`src/rtl/pulse_monitor.sv`:
```
// Pulse monitor: measures high-pulse lengths on in, counts completed pulses, one-entry result buffer.
// Latency: valid rises 2 edges after in falls; +2 edges with PULSE_MONITOR_SYNC_EN (2-flop input synchronizer).
// Backpressure: valid/ready; a pulse completing while the buffer is full and not drained is dropped and sets sticky overflow.
module pulse_monitor #(
    parameter int WIDTH = 8
) (
    input  logic             clk,
    input  logic             reset,
    input  logic             in,
    input  logic             ready,
    output logic             valid,
    output logic [WIDTH-1:0] pulse_len,
    output logic             sat,
    output logic [WIDTH-1:0] pulse_cnt,
    output logic             overflow
);
    localparam logic [WIDTH-1:0] MAX = '1;

    typedef enum logic {IDLE, MEASURE} state_t;

    state_t           state;
    logic             in_s;
    logic             in_q;
    logic             prev;
    logic [WIDTH-1:0] count;
    logic             done;

`ifdef PULSE_MONITOR_SYNC_EN
    logic sync1;
    logic sync2;

    always_ff @(posedge clk or posedge reset) begin
        if (reset) begin
            sync1 <= 1'b1;
            sync2 <= 1'b1;
        end else begin
            sync1 <= in;
            sync2 <= sync1;
        end
    end

    assign in_s = sync2;
`else
    assign in_s = in;
`endif

    assign done = (state == MEASURE) && !in_q;

    // in_q/prev reset high so a line already high at reset release is not seen as a rise.
    always_ff @(posedge clk or posedge reset) begin
        if (reset) begin
            in_q      <= 1'b1;
            prev      <= 1'b1;
            state     <= IDLE;
            count     <= '0;
            valid     <= 1'b0;
            pulse_len <= '0;
            sat       <= 1'b0;
            pulse_cnt <= '0;
            overflow  <= 1'b0;
        end else begin
            in_q <= in_s;
            prev <= in_q;

            case (state)
                IDLE: begin
                    if (!prev && in_q) begin
                        state <= MEASURE;
                        count <= {{(WIDTH-1){1'b0}}, 1'b1};
                    end
                end
                MEASURE: begin
                    if (in_q) begin
                        if (count != MAX) begin
                            count <= count + 1'b1;
                        end
                    end else begin
                        state     <= IDLE;
                        pulse_cnt <= pulse_cnt + 1'b1;
                    end
                end
                default: state <= IDLE;
            endcase

            // A same-edge accept and completion reloads the buffer without a bubble.
            if (done) begin
                if (!valid || ready) begin
                    valid     <= 1'b1;
                    pulse_len <= count;
                    sat       <= (count == MAX);
                end else begin
                    overflow <= 1'b1;
                end
            end else if (valid && ready) begin
                valid <= 1'b0;
            end
        end
    end

endmodule

```
`config.mk`:
```
export PLATFORM = sky130hd
export DESIGN_NAME = pulse_monitor
export DESIGN_NICKNAME = d
export VERILOG_FILES = /design/src/rtl/pulse_monitor.sv
export SDC_FILE = /design/constraint.sdc
export NUM_CORES = 1
export LEC_CHECK = 0
export CORE_MARGIN = 10
export CORE_UTILIZATION = 40
export CTS_CLUSTER_SIZE = 20
export DETAILED_ROUTE_END_ITERATION = 7
export PLACE_DENSITY = 0.72
export SYNTH_ARGS = -nofsm -noshare
export SYNTH_HDL_FRONTEND = slang
export SYNTH_SLANG_ARGS = --single-unit
```
`constraint.sdc`:
```
create_clock -name clk -period 1.45 [get_ports clk]
set_input_delay 0.2175 -clock clk [delete_from_list [all_inputs] [get_ports clk]]
set_output_delay 0.2175 -clock clk [all_outputs]
set_load 0.01 [all_outputs]
```
==> impl_metrics.csv <==
group,metric,value,unit
status,status,"completed",
global_route,grt_first_pass_wirelength,5.00,mm
worst_setup_path,start_kind,"flip-flop",
worst_setup_path,path_buf_inv,0,
detailed_routing,routed_wl,3.02,mm
logic_synthesis,synth-seq-cells,30,
worst_setup_path,cp_data_arrival_time,1.59,ns
timing,finClkSkew,0.00490,ns
global_route,top_usage_layer,"met2",
die,die_w,78.0,um
power,powerDensity,1140,mW/mm2
worst_setup_path,cp_data_required_time,1.66,ns
clock_tree,clock_sinks,30,
timing,tns,0,ns
placement,place_area,0.00170,mm2
die,rows,20,
global_route,met2_usage,17.8,%
clock_tree,cts-root-buf,"clkbuf_4",
die,dieArea,0.00608,mm2
logic_synthesis,synth_compound_area_share,11.7,%
clock_tree,clkTransAtPathRegs,0.08,ns
global_route,grt.total_usage,10.2,%
finish,layout_commonest_cell,"dfrtp_1",
timing,tightest_slew,0.275,ns
detailed_routing,first_iter_violations,31,
placement,dp.final_hpwl,2.21,mm
logic_synthesis,synth_mux_area_share,6.70,%
power,power.leakage,0.900,nW
logic_synthesis,ys_types,32,
clock_tree,numCtsBuffers,5,
finish,drive_gt1_share,28.6,%
global_route,met3_usage,5.41,%
logic_synthesis,synth.avg_cell_area,11.8,um2
detailed_routing,dr.pass1.iters,4,
logic_synthesis,synth_fp_nets,120,
flow_run,max-cap-violations,0,
placement,gp_congestion,0.874,
worst_setup_path,crit_family,"flip-flops",
detailed_routing,drc,0,
die,fp.dieH,78.0,um
timing,max_freq,724,MHz
timing,relSlewSlack,81.7,%
clock_tree,h-tree-depth,2,
timing,final_max_slew_viol_count,0,
logic_synthesis,ys_warn_count,0,
logic_synthesis,seq_area_frac_synth,56.1,%
timing,finalCritPeriodShare,95.2,%
detailed_routing,via_per_inst,5.15,
finish,areaGrowthSynthToFinish,33.4,%
detailed_routing,wl_per_cell,15.3,um
detailed_routing,dr_total_vias,1019,
timing,grt_setup_unrepaired,"no",
die,start_util,43.0,%
logic_synthesis,synth_top_family_by_area,"simple AND/OR/NAND/NOR gates",
clock_tree,clk_latency,0.32,ns
die,pin_count,23,
logic_synthesis,synth_xor_area_share,4.56,%
logic_synthesis,synthCells,114,
clock_tree,cts_tree,"yes",
placement,dp_cells,189,
finish,nNetsFinal,160,
global_route,grt_pass1_vias,1103,
clock_tree,cts.hold.buffers_added,0,
logic_synthesis,synth-simple-area-share,15.5,%
global_route,antenna_found_initial,0,
worst_setup_path,slowest_delay,0.64,ns
finish,final_cell_mix,"dfrtp_1 (27), dlygate4sd2_1 (18), buf_4 (14), nand2_1 (9)",
worst_setup_path,crit_path_cell_trace,"nand2b_4 -> nor2_4 -> mux2_1",
worst_setup_path,cp-end-kind,"flip-flop",
logic_synthesis,synth_area,0.00134,mm2
finish,fin_cells,198,
global_route,gr-total-overflow,0,
clock_tree,cts_max_path_buffers,2,
worst_setup_path,critPathMaxFanout,8,
finish,nFillCells,277,
logic_synthesis,synthAdderAreaFrac,1.86,%
timing,finalSetupViolations,0,
detailed_routing,ant_nets,0,
timing,fin_crit,1.38,ns
global_route,grt_max_degree,31,
finish,final_area,0.00179,mm2
min_path,hp-class,"input port to asynchronous set/reset pin",
worst_setup_path,cp_slowest_cell,"dfstp_2",
finish,final_core_util,57.3,%
finish,antenna_cells,0,
global_route,use_met1,10.3,%
worst_setup_path,criticalPathCategory,"flip-flop to flip-flop",
timing,hold_viol,0,
power,power,0.00204,W
die,core_area,0.00313,mm2
power,vdd.ir_drop.worst,0.000476,V
placement,port_buffers,22,
## synthesized netlist by cell type (all sizes together)
library cell / number / share of area, %
a21o: 2 / 1.1
a21oi: 2 / 0.74
a22o: 1 / 0.65
a31oi: 3 / 1.4
a41oi: 1 / 0.65
and3: 3 / 1.6
buf: 5 / 2.4
dfrtp: 28 / 52
dfstp: 2 / 3.9
ha: 2 / 1.9
inv: 4 / 1.1
mux2: 8 / 6.7
nand2: 9 / 2.5
nand2b: 3 / 2.0
nand3: 7 / 2.6
nand4: 4 / 2.3
nor2: 5 / 2.0
nor2b: 3 / 1.4
nor3: 1 / 0.74
o21ai: 8 / 3.0
o311ai: 1 / 2.0
o31ai: 4 / 2.2
or2: 1 / 0.47
xnor2: 5 / 3.3
xor2: 2 / 1.3
## registers in the layout (all words and copies together), names as in the netlist
signal,flops
count,8
in_q,1
overflow,1
prev,1
pulse_cnt,8
pulse_len,8
sat,1
state,1
valid,1
## where the power goes
group	switching, W	internal (W)	leakage, nW
combinational	0.000268	0.000282	0.485
clock	0.000260	0.000182	0.0254
sequential	0.0000962	0.000955	0.389
## cell families (layout without fill, tap and decap cells)
family,count (synthesis),in the layout
AO/OA/AOI/OAI,22,22
flip-flops,30,30
adder cells (fa/ha/maj),2,2
buffers and inverters,9,49
AND/OR/NAND/NOR,36,36
XOR/XNOR,7,7
multiplexers,8,8
## tightest hold or removal path, delay by kind of cell
family	cells	cell delay, ns
buffers and inverters	3	0.69
## area by class of cell
type | count | area (um2) | area share (%)
tap | 44 | 55.1 | 3.07
sequential | 30 | 754 | 42.1
inverter | 4 | 15.0 | 0.837
multi-input combinational | 75 | 587 | 32.7
timing repair buffer | 38 | 337 | 18.8
clock buffer | 7 | 45.0 | 2.51
## path summary, 6_finish.rpt
path,startpoint,cells past startpoint,slack [ns],end
setup / recovery,in_q,3,0.07,pulse_len[0]
hold / removal,reset,3,0.22,pulse_cnt[4]
setup reg to reg,in_q,3,0.07,pulse_len[0]
hold reg to reg,in_q,0,0.44,prev
max in group asynchronous,reset,3,1.00,in_q
min in group clk,in,1,0.29,in_q
## metrics by stage
step,hold WS (ns),setup slack [ns]
floorplan,0.222,0.104
global placement,0.415,-0.0308
detailed placement,0.422,-0.0596
CTS,0.219,0.00402
global route,0.244,0.00124
finish,0.224,0.0689
## routing by layer
layer / wire, um / share of wire [%] / up-vias
li1: - / - / 485
met1: 1210 / 40 / 503
met2: 1540 / 51 / 27
met3: 228 / 7.5 / 4
met4: 40 / 1.3 / 0
met5: 0 / 0 / -
## what timing repair did
item,in CTS,in global routing
pin swaps,0,1
setup endpoints to repair,18,9
setup buffers,2,0
resized for setup,18,13
Power figures use the tool's default switching activity.
